==> src/rtl/ftsd_scan_sched_pkg.sv <==
// ftsd_scan_sched_pkg
// Shared constants and types for the 4-digit 14-segment scan path.
//   FTSD_NUM     : number of multiplexed digits
//   FTSD_CODE_W  : width of one digit code
//   scan_state_e : per-slot scheduler phase (ON = lit window, GAP = anti-ghost blank)
//   DIG0..DIG3   : scan select codes
package ftsd_scan_sched_pkg;

    localparam int FTSD_NUM    = 4;
    localparam int FTSD_CODE_W = 6;

    typedef enum logic {
        SCAN_ON  = 1'b0,
        SCAN_GAP = 1'b1
    } scan_state_e;

    localparam logic [1:0] DIG0 = 2'd0;
    localparam logic [1:0] DIG1 = 2'd1;
    localparam logic [1:0] DIG2 = 2'd2;
    localparam logic [1:0] DIG3 = 2'd3;

endpackage

==> src/rtl/ftsd_scan_sched_frame_buf.sv <==
// ftsd_scan_sched_frame_buf
// Double-buffered frame store. A host write lands in a pending register and
// is copied into the displayed registers only when the parent strobes commit_i,
// so a frame never changes while it is being scanned out.
// Ports:
//   clk, rst      : clock, asynchronous active-high reset
//   wr_valid_i    : host write request
//   wr_data_i     : {d3,d2,d1,d0} digit codes
//   wr_ready_o    : pending register empty (write accepted on valid && ready)
//   commit_i      : frame-boundary strobe from the scheduler
//   disp_o        : committed digit codes, d0 in the low field
module ftsd_scan_sched_frame_buf
    import ftsd_scan_sched_pkg::*;
#(
    parameter logic [FTSD_CODE_W-1:0] RST_CODE = '0
) (
    input  logic                            clk,
    input  logic                            rst,
    input  logic                            wr_valid_i,
    input  logic [FTSD_NUM*FTSD_CODE_W-1:0] wr_data_i,
    output logic                            wr_ready_o,
    input  logic                            commit_i,
    output logic [FTSD_NUM*FTSD_CODE_W-1:0] disp_o
);

    logic                            pending_q;
    logic [FTSD_NUM*FTSD_CODE_W-1:0] pend_data_q;
    logic [FTSD_NUM*FTSD_CODE_W-1:0] disp_q;
    logic                            accept;
    logic                            do_commit;

    // Accept needs an empty buffer and commit needs a full one, so the two
    // can never coincide.
    assign accept    = wr_valid_i && !pending_q;
    assign do_commit = commit_i && pending_q;

    always_ff @(posedge clk or posedge rst) begin
        if (rst) begin
            pending_q   <= 1'b0;
            pend_data_q <= '0;
        end else if (accept) begin
            pending_q   <= 1'b1;
            pend_data_q <= wr_data_i;
        end else if (do_commit) begin
            pending_q   <= 1'b0;
        end
    end

    always_ff @(posedge clk or posedge rst) begin
        if (rst) begin
            disp_q <= {FTSD_NUM{RST_CODE}};
        end else if (do_commit) begin
            disp_q <= pend_data_q;
        end
    end

    // pending_q is a flop, so ready stays free of any input-to-output path.
    assign wr_ready_o = !pending_q;
    assign disp_o     = disp_q;

endmodule

==> src/rtl/ftsd_scan_sched.sv <==
// ftsd_scan_sched
// Scan time base and frame controller for the 4-digit 14-segment display.
// Each digit slot is an ON window of DWELL_CYC cycles followed by a forced
// blank GAP of GAP_CYC cycles; the slot select then advances. Brightness is a
// 16-step PWM applied inside the ON window. Host frames commit at the wrap
// from slot 3 to slot 0, or immediately while the display is disabled.
// Ports:
//   clk, rst             : clock, asynchronous active-high reset
//   en                   : scan enable (0 = dark, scheduler parked at slot 0)
//   bright               : brightness 0..15 (15 = full on)
//   digit_en             : per-digit enable mask
//   wr_valid/wr_data     : host frame write, {d3,d2,d1,d0}
//   wr_ready             : pending buffer empty
//   ftsd_ctl_en          : scan select 0..3
//   ftsd_blank           : all digits off
//   disp0..disp3         : committed digit codes
//   frame_tick           : one-cycle pulse at each frame wrap
module ftsd_scan_sched
    import ftsd_scan_sched_pkg::*;
#(
    parameter int                      DWELL_CYC = 100000,
    parameter int                      GAP_CYC   = 2000,
    parameter logic [FTSD_CODE_W-1:0]  RST_CODE  = 6'd0
) (
    input  logic                   clk,
    input  logic                   rst,
    input  logic                   en,
    input  logic [3:0]             bright,
    input  logic [FTSD_NUM-1:0]    digit_en,
    input  logic                   wr_valid,
    input  logic [23:0]            wr_data,
    output logic                   wr_ready,
    output logic [1:0]             ftsd_ctl_en,
    output logic                   ftsd_blank,
    output logic [FTSD_CODE_W-1:0] disp0,
    output logic [FTSD_CODE_W-1:0] disp1,
    output logic [FTSD_CODE_W-1:0] disp2,
    output logic [FTSD_CODE_W-1:0] disp3,
    output logic                   frame_tick
);

    // One counter serves both phases, so size it for the longer one.
    localparam int CNT_W = $clog2((DWELL_CYC > GAP_CYC) ? DWELL_CYC : GAP_CYC);
    localparam logic [CNT_W-1:0] DWELL_LAST = CNT_W'(DWELL_CYC - 1);
    localparam logic [CNT_W-1:0] GAP_LAST   = CNT_W'(GAP_CYC - 1);

    scan_state_e      state_q, state_d;
    logic [CNT_W-1:0] cnt_q, cnt_d;
    logic [1:0]       slot_q, slot_d;
    logic [3:0]       pwm_q, pwm_d;
    logic             blank_q, blank_d;
    logic             tick_q, tick_d;
    logic             wrap;
    logic             commit;
    logic [FTSD_NUM*FTSD_CODE_W-1:0] disp_bus;

    always_ff @(posedge clk or posedge rst) begin
        if (rst) begin
            state_q <= SCAN_ON;
            cnt_q   <= '0;
            slot_q  <= DIG0;
            pwm_q   <= '0;
            blank_q <= 1'b1;
            tick_q  <= 1'b0;
        end else begin
            state_q <= state_d;
            cnt_q   <= cnt_d;
            slot_q  <= slot_d;
            pwm_q   <= pwm_d;
            blank_q <= blank_d;
            tick_q  <= tick_d;
        end
    end

    always_comb begin
        state_d = state_q;
        cnt_d   = cnt_q + 1'b1;
        slot_d  = slot_q;
        pwm_d   = pwm_q;
        wrap    = 1'b0;
        if (!en) begin
            // Parked: restart cleanly at slot 0 / ON / count 0 when enabled.
            state_d = SCAN_ON;
            cnt_d   = '0;
            slot_d  = DIG0;
            pwm_d   = '0;
        end else begin
            unique case (state_q)
                SCAN_ON: begin
                    pwm_d = pwm_q + 1'b1;
                    if (cnt_q == DWELL_LAST) begin
                        state_d = SCAN_GAP;
                        cnt_d   = '0;
                    end
                end
                SCAN_GAP: begin
                    if (cnt_q == GAP_LAST) begin
                        state_d = SCAN_ON;
                        cnt_d   = '0;
                        slot_d  = slot_q + 1'b1;
                        pwm_d   = '0;
                        wrap    = (slot_q == DIG3);
                    end
                end
                default: begin
                    state_d = SCAN_ON;
                    cnt_d   = '0;
                end
            endcase
        end
    end

    // Blank is decided from the present slot/phase and lands one cycle later;
    // the slot only ever advances out of GAP, so the lag never lights the
    // wrong digit.
    assign blank_d = (state_q == SCAN_GAP) || !en || !digit_en[slot_q] ||
                     (pwm_q > bright);
    assign tick_d  = wrap;
    // While dark nothing is being scanned, so a pending frame can land at once.
    assign commit  = wrap || !en;

    ftsd_scan_sched_frame_buf #(
        .RST_CODE (RST_CODE)
    ) u_frame_buf (
        .clk        (clk),
        .rst        (rst),
        .wr_valid_i (wr_valid),
        .wr_data_i  (wr_data),
        .wr_ready_o (wr_ready),
        .commit_i   (commit),
        .disp_o     (disp_bus)
    );

    assign ftsd_ctl_en = slot_q;
    assign ftsd_blank  = blank_q;
    assign frame_tick  = tick_q;
    assign disp0       = disp_bus[0*FTSD_CODE_W +: FTSD_CODE_W];
    assign disp1       = disp_bus[1*FTSD_CODE_W +: FTSD_CODE_W];
    assign disp2       = disp_bus[2*FTSD_CODE_W +: FTSD_CODE_W];
    assign disp3       = disp_bus[3*FTSD_CODE_W +: FTSD_CODE_W];

endmodule

==> config.mk <==
export PLATFORM = sky130hd
export DESIGN_NAME = ftsd_scan_sched
export DESIGN_NICKNAME = d
export VERILOG_FILES = /design/src/rtl/ftsd_scan_sched_pkg.sv /design/src/rtl/ftsd_scan_sched_frame_buf.sv /design/src/rtl/ftsd_scan_sched.sv
export SDC_FILE = /design/constraint.sdc
export NUM_CORES = 1
export LEC_CHECK = 0
export CAP_MARGIN = 20
export CORE_MARGIN = 4
export CORE_UTILIZATION = 36
export DETAILED_ROUTE_END_ITERATION = 10
export PLACE_DENSITY = 0.63
export SYNTH_ARGS = -nofsm -noshare
export SYNTH_HDL_FRONTEND = slang
export SYNTH_SLANG_ARGS = --single-unit
==> constraint.sdc <==
create_clock -name clk -period 3.9 [get_ports clk]
set_input_delay 0.585 -clock clk [delete_from_list [all_inputs] [get_ports clk]]
set_output_delay 0.585 -clock clk [all_outputs]
set_load 0.05 [all_outputs]
==> results.toml, run 1 <==
[detailed_routing]
wire_per_inst_um = 14.8
drt_wl_total_um = 6330
ant_nets = 0
vias = 2059
initialDrtViolationCount = 58
remaining_drc_errors = 0
first_pass_iters = 4
avgViaCountPerCell = 4.80

[power_and_ir_drop]
power_uw = 2710
p_leak_uw = 0.00187
power.density_nw_per_um2 = 627
vdd_drop_max_mv = 0.364

[sta]
finClkSkew_ns = 0.0124
setup_viol = 0
finalHoldViolations = 0
period_share = 0.648
rsz0062_at_grt = "false"
finalMaxSlewViolations = 0
max_freq_mhz = 396
setup_tns_ns = 0
max_slew.worst_pin.slew_ns = 0.668
min_period_ns = 2.53
maxSlewHeadroom = 0.550

[floorplanning]
io_pins = 65
fp.dieArea_um2 = 10900
die_w_um = 104
initial_core_util = 0.377
coreArea_um2 = 8850
die_y_um = 104
fp-row-count = 34

[place]
gp_congestion = 0.762
dpl.hpwl_um = 4490
placement.io_buffers = 64

[clocking]
cts_tree = "done"
clock-sinks = 75
h-tree-depth = 3
cts-resized-gates = 0
clk_latency_ns = 0.34
cts-root-buf = "clkbuf_8"
clk_pin_slew_worst_paths_ns = 0.08
cts_buffers = 9
cts.path.max_buffers = 2
postCtsSetupRepairBufs = 0
ctsHoldBuffers = 0

[critical_path]
crit_chain = "or4_4 -> nor4b_4 -> nand2_2 -> o22ai_4 -> buf_4 -> mux2_2"
crit_family = "simple AND/OR/NAND/NOR gates"
required_ns = 4.13
worstSetupPathType = "flop to flop"
critPathMaxFanout = 12
cpMaxStageDelayCell = "or4_4"
cp.buffers_inverters = 1
cp.arrival_ns = 2.75
crit_path_end_kind = "flop"
r2r_setup_slack_ns = 1.37
cp_slowest_stage_delay_ns = 0.54
cp-start-kind = "flop"

[global_routing]
grt_pass1_vias = 2223
antenna_found_initial = 0
grt_start_max_net_pins = 49
grt_first_pass_wirelength_um = 10900
overflow = 0
grt.total_usage = 0.123

[synthesis]
synth_area_per_cell_um2 = 13.6
postSynthCellCount = 246
ys_types = 40
ys_ff_latch = 75
synth_warnings = 0
ys_seq_area_frac = 0.563
syn-num-nets = 289
syn_area_um2 = 3330

[finish]
nFillCells = 768
drive_above_1_share = 0.252
areaGrowthSynthToFinish_pct = 29.7
final-seq-area_um2 = 1880
antennaDiodeCount = 0
multi_input_area_um2 = 1340
nets = 360

[run]
max_cap_violations = 0

[worst_hold_path]
hold_path_class = "input port to asynchronous set/reset pin"

[run_status]
status = "finished clean"
-- state kept, by name, summed over array words and instances (netlist names) --
| register | count |
|---|---|
| u_frame_buf.pend_data_q | 24 |
| ftsd_ctl_en | 2 |
| ftsd_blank | 1 |
| cnt_q | 17 |
| state_q | 1 |
| pwm_q | 4 |
| u_frame_buf.pending_q | 1 |
| frame_tick | 1 |
| u_frame_buf.disp_o | 24 |
-- stage by stage --
stage	hold slack [ns]	worst slack (ns)	instance area, µm²	util	std cells
floorplan	0.424	1.41	3330	-	246
global placement	0.443	1.41	4070	0.460	413
detailed placement	0.446	1.38	4070	0.460	413
CTS	0.457	1.35	4300	0.486	428
global route	0.430	1.25	4320	0.489	429
finish	0.435	1.37	4320	0.489	429
-- cells in the mapped netlist --
| library cell | count | area [µm²] |
|---|---|---|
| inv_1 | 9 | 33.8 |
| nor2b_1 | 3 | 18.8 |
| and3_1 | 2 | 12.5 |
| nand3b_1 | 1 | 7.51 |
| nor4b_1 | 1 | 8.76 |
| o22ai_4 | 1 | 20.0 |
| xnor2_1 | 7 | 61.3 |
| mux2i_1 | 1 | 10.0 |
| nand4_1 | 5 | 31.3 |
| dfstp_2 | 1 | 26.3 |
| and4_1 | 2 | 17.5 |
| dfrtp_1 | 74 | 1850 |
| mux2_4 | 20 | 300 |
| buf_12 | 2 | 40.0 |
| ha_1 | 7 | 87.6 |
| clkdlybuf4s50_2 | 1 | 11.3 |
| nor3_1 | 1 | 5.00 |
| nand2b_1 | 1 | 6.26 |
| a31o_2 | 1 | 8.76 |
| or4_4 | 1 | 11.3 |
| nand3_1 | 11 | 55.1 |
| and2_1 | 2 | 12.5 |
| nor2_1 | 19 | 71.3 |
| a21oi_1 | 1 | 5.00 |
| nand2_1 | 11 | 41.3 |
| nor4b_4 | 1 | 23.8 |
| nor4_1 | 2 | 12.5 |
| clkbuf_2 | 1 | 5.00 |
| clkbuf_1 | 5 | 18.8 |
| mux4_2 | 1 | 22.5 |
| xor2_1 | 10 | 87.6 |
| and2_2 | 1 | 7.51 |
| a21oi_4 | 1 | 16.3 |
| a22o_1 | 1 | 8.76 |
| nand2_2 | 1 | 6.26 |
| mux2_2 | 28 | 315 |
| o21a_1 | 2 | 15.0 |
| and3_2 | 1 | 7.51 |
| o21ai_0 | 5 | 25.0 |
| buf_4 | 1 | 7.51 |
-- per-layer routing --
| layer | global-route usage | vias up | routed length, µm |
|---|---|---|---|
| li1 | - | 991 | - |
| met1 | 0.161 | 1016 | 2970 |
| met2 | 0.191 | 45 | 2980 |
| met3 | 0.0372 | 7 | 302 |
| met4 | 0.0456 | 0 | 78 |
| met5 | 0 | - | 0 |
-- final timing paths --
path	from	end	cells past startpoint
max	cnt_q[14]$_DFF_PP0_	u_frame_buf.disp_o[20]$_DFFE_PP0P_	6
min	rst	u_frame_buf.pend_data_q[5]$_DFFE_PP0P_	2
max reg2reg	cnt_q[14]$_DFF_PP0_	u_frame_buf.disp_o[20]$_DFFE_PP0P_	6
min reg2reg	cnt_q[0]$_DFF_PP0_	cnt_q[0]$_DFF_PP0_	1
max in group asynchronous	rst	ftsd_blank$_DFF_PP1_	4
min in group clk	cnt_q[0]$_DFF_PP0_	cnt_q[0]$_DFF_PP0_	1
-- cell families (layout without fill, tap and decap cells) --
group | count (synthesis) | in the layout | synth area share
and+or+nand+nor | 66 | 66 | 0.107
muxes | 50 | 50 | 0.194
buffers and inverters | 19 | 94 | 0.0349
xor gates and xnor gates | 17 | 17 | 0.0447
AOI/OAI and AO/OA | 12 | 12 | 0.0296
adders and majority gates | 7 | 7 | 0.0263
DFF | 75 | 75 | 0.563
-- layout by cell type (no fill, tap or decap), drive strengths merged --
cell and n:
dfrtp 74, clkdlybuf4s50 64, mux2 48, nor2 19, nand2 12, nand3 11
xor2 10, inv 10, clkbuf 9, xnor2 7, ha 7, buf 6
nand4 5, o21ai 5, bufinv 3, and3 3, nor2b 3, and2 3
nor4 2, and4 2, o21a 2, nor4b 2, a21oi 2, clkinv 2
or4 1, o22ai 1, nor3 1, mux4 1, mux2i 1, nand2b 1
a22o 1, a31o 1, nand3b 1, dfstp 1
-- layout make-up --
class / instances / share of cell area
Clock buffer: 9 / 0.0286
Timing Repair Buffer: 70 / 0.161
Multi-Input combinational cell: 152 / 0.310
Sequential cell: 75 / 0.434
Inverter: 9 / 0.00781
Clock inverter: 6 / 0.0260
Tap cell: 108 / 0.0313
-- power breakdown --
group | leakage (µW) | internal [µW] | total, µW | switching, µW
Combinational | 0.000825 | 413 | 952 | 539
Sequential | 0.000928 | 948 | 1050 | 100
Clock | 0.000120 | 424 | 711 | 287
Note: power is estimated with default switching activity, not from simulation.
==> run 2: changes to the inputs <==
--- a/config.mk
+++ b/config.mk
@@ -9,7 +9,7 @@
 export CORE_MARGIN = 4
 export CORE_UTILIZATION = 36
 export DETAILED_ROUTE_END_ITERATION = 10
-export PLACE_DENSITY = 0.63
+export PLACE_DENSITY = 0.65
 export SYNTH_ARGS = -nofsm -noshare
 export SYNTH_HDL_FRONTEND = slang
 export SYNTH_SLANG_ARGS = --single-unit
==> constraint.sdc (replaced) <==
create_clock -name clk -period 2.3 [get_ports clk]
set_input_delay 0.345 -clock clk [delete_from_list [all_inputs] [get_ports clk]]
set_output_delay 0.345 -clock clk [all_outputs]
set_load 0.05 [all_outputs]
==> run 2 against run 1 <==
Effect of this change: sequential share of layout area is essentially flat; register-to-register slack worse by 1.2 ns; maximum frequency rose by 17%; wire length decreased by 0.38%; combinational power grew 71%; count of clock-buffer cells in the layout grew 1; die area unchanged; clock power up 22%; first-iteration DRC count increased by 17%; worst hold slack lost 0.046 ns; global-route usage rose by 0.25 points; final cell count rose by 1.2%; critical path type unchanged; largest power group unchanged.
==> results.toml, run 2 (synthesis results as in run 1) <==
[sta]
finalMaxSlewViolations = 0
min_period_ns = 2.17
maxSlewHeadroom = 0.634
finClkSkew_ns = 0.0145
max_slew.worst_pin.slew_ns = 0.549
rsz0062_at_grt = "false"
finalHoldViolations = 0
max_freq_mhz = 462
setup_viol = 0
setup_tns_ns = 0
period_share = 0.942
holdWs_ns = 0.389

[detailed_routing]
avgViaCountPerCell = 4.77
initialDrtViolationCount = 68
drt_wl_total_um = 6310
ant_nets = 0
wire_per_inst_um = 14.5
remaining_drc_errors = 0
first_pass_iters = 4
vias = 2069

[clocking]
cts-root-buf = "clkbuf_8"
cts_buffers = 9
ctsHoldBuffers = 0
cts-resized-gates = 0
clock-sinks = 75
postCtsSetupRepairBufs = 0
cts.path.max_buffers = 2
clk_latency_ns = 0.34
h-tree-depth = 3
cts_tree = "done"
clk_pin_slew_worst_paths_ns = 0.08

[place]
dpl.hpwl_um = 4470
placement.io_buffers = 64
gp_congestion = 0.772

[floorplanning]
fp-row-count = 34
die_w_um = 104
die_y_um = 104
io_pins = 65
coreArea_um2 = 8850
fp.dieArea_um2 = 10900
initial_core_util = 0.377

[critical_path]
crit_chain = "or4_4 -> nor4b_4 -> nand2_2 -> o22ai_4 -> buf_12 -> mux2_2"
rr_startpoint = "cnt_q[13]$_DFF_PP0_"
critPathMaxFanout = 13
cp_slowest_stage_delay_ns = 0.54
crit_start = "cnt_q[13]$_DFF_PP0_"
cpMaxStageDelayCell = "or4_4"
worstSetupPathType = "flop to flop"
crit_path_end_kind = "flop"
cp.arrival_ns = 2.40
required_ns = 2.53
cp-start-kind = "flop"

[run]
max_cap_violations = 0

[global_routing]
grt.total_usage = 0.125
grt_first_pass_wirelength_um = 10900
grt_start_max_net_pins = 76
grt_pass1_vias = 2244
antenna_found_initial = 0
overflow = 0

[finish]
final-seq-area_um2 = 1880
multi_input_area_um2 = 1340
layout_commonest_cell = "dfrtp_1"
areaGrowthSynthToFinish_pct = 29.6
nFillCells = 796
final_cell_mix = "74 x dfrtp_1, 64 x clkdlybuf4s50_1, 28 x mux2_2, 20 x mux2_4, 19 x nor2_1"
nets = 364
antennaDiodeCount = 0
drive_above_1_share = 0.261

[power_and_ir_drop]
vdd_drop_max_mv = 0.456
p_leak_uw = 0.00187
power.density_nw_per_um2 = 992

[worst_hold_path]
hold_path_class = "input port to asynchronous set/reset pin"

[run_status]
status = "finished clean"
run 2: cell count changes in the layout (fill, tap and decap cells not counted), sizes merged:
| cell | previous run | this run |
|---|---|---|
| clkbuf | 9 | 10 |
| clkinv | 2 | 4 |
| buf | 6 | 10 |
| clkinvlp | 0 | 1 |
| bufinv | 3 | 0 |
run 2: through the flow:
step           worst slack (ns)  area (µm²)  total power, µW  utilization  std cells
2_1_floorplan            0.0467        3330             2890            -        246
3_3_place_gp              0.103        4160             3440        0.470        418
3_5_place_dp             0.0773        4160             3460        0.470        418
4_1_cts                  0.0636        4320             4350        0.489        434
5_1_grt                  0.0111        4320             4500        0.489        434
6_report                  0.134        4320             4290        0.489        434
run 2: critical path: cells and delay by family (launching register included):
family / cells / cell delay (ns)
buffers and inverters: 1 / 0.19
AND/OR/NAND/NOR: 3 / 0.97
flip-flops: 1 / 0.38
multiplexers: 1 / 0.34
AO/OA/AOI/OAI: 1 / 0.17
run 2: where the power goes:
part	total [µW]	internal [µW]	switching, µW
Sequential	1790	1610	183
Clock	869	392	478
Combinational	1630	713	916
Total	4290	2710	1580
run 2: metal layers:
| metal | track usage | wire, µm | up-vias |
|---|---|---|---|
| li1 | - | - | 1003 |
| met1 | 0.158 | 2950 | 1013 |
| met2 | 0.198 | 2960 | 46 |
| met3 | 0.0385 | 300 | 7 |
| met4 | 0.0541 | 97 | 0 |
| met5 | 0 | 0 | - |
run 2: final timing paths:
kind	cells past startpoint	end	slack (ns)
max	6	u_frame_buf.disp_o[20]$_DFFE_PP0P_	0.13
min	3	u_frame_buf.disp_o[2]$_DFFE_PP0P_	0.39
max reg2reg	6	u_frame_buf.disp_o[20]$_DFFE_PP0P_	0.13
min reg2reg	1	cnt_q[0]$_DFF_PP0_	0.46
max in group asynchronous	3	u_frame_buf.pend_data_q[22]$_DFFE_PP0P_	1.57
min in group clk	1	cnt_q[0]$_DFF_PP0_	0.46
run 2: final cells by class:
class	count	area share
clock inverters	6	0.00926
repair buffers	74	0.177
flip-flops and latches	75	0.434
clock buffers	10	0.0295
multi-input cells	152	0.311
well taps	108	0.0313
inverters	9	0.00781
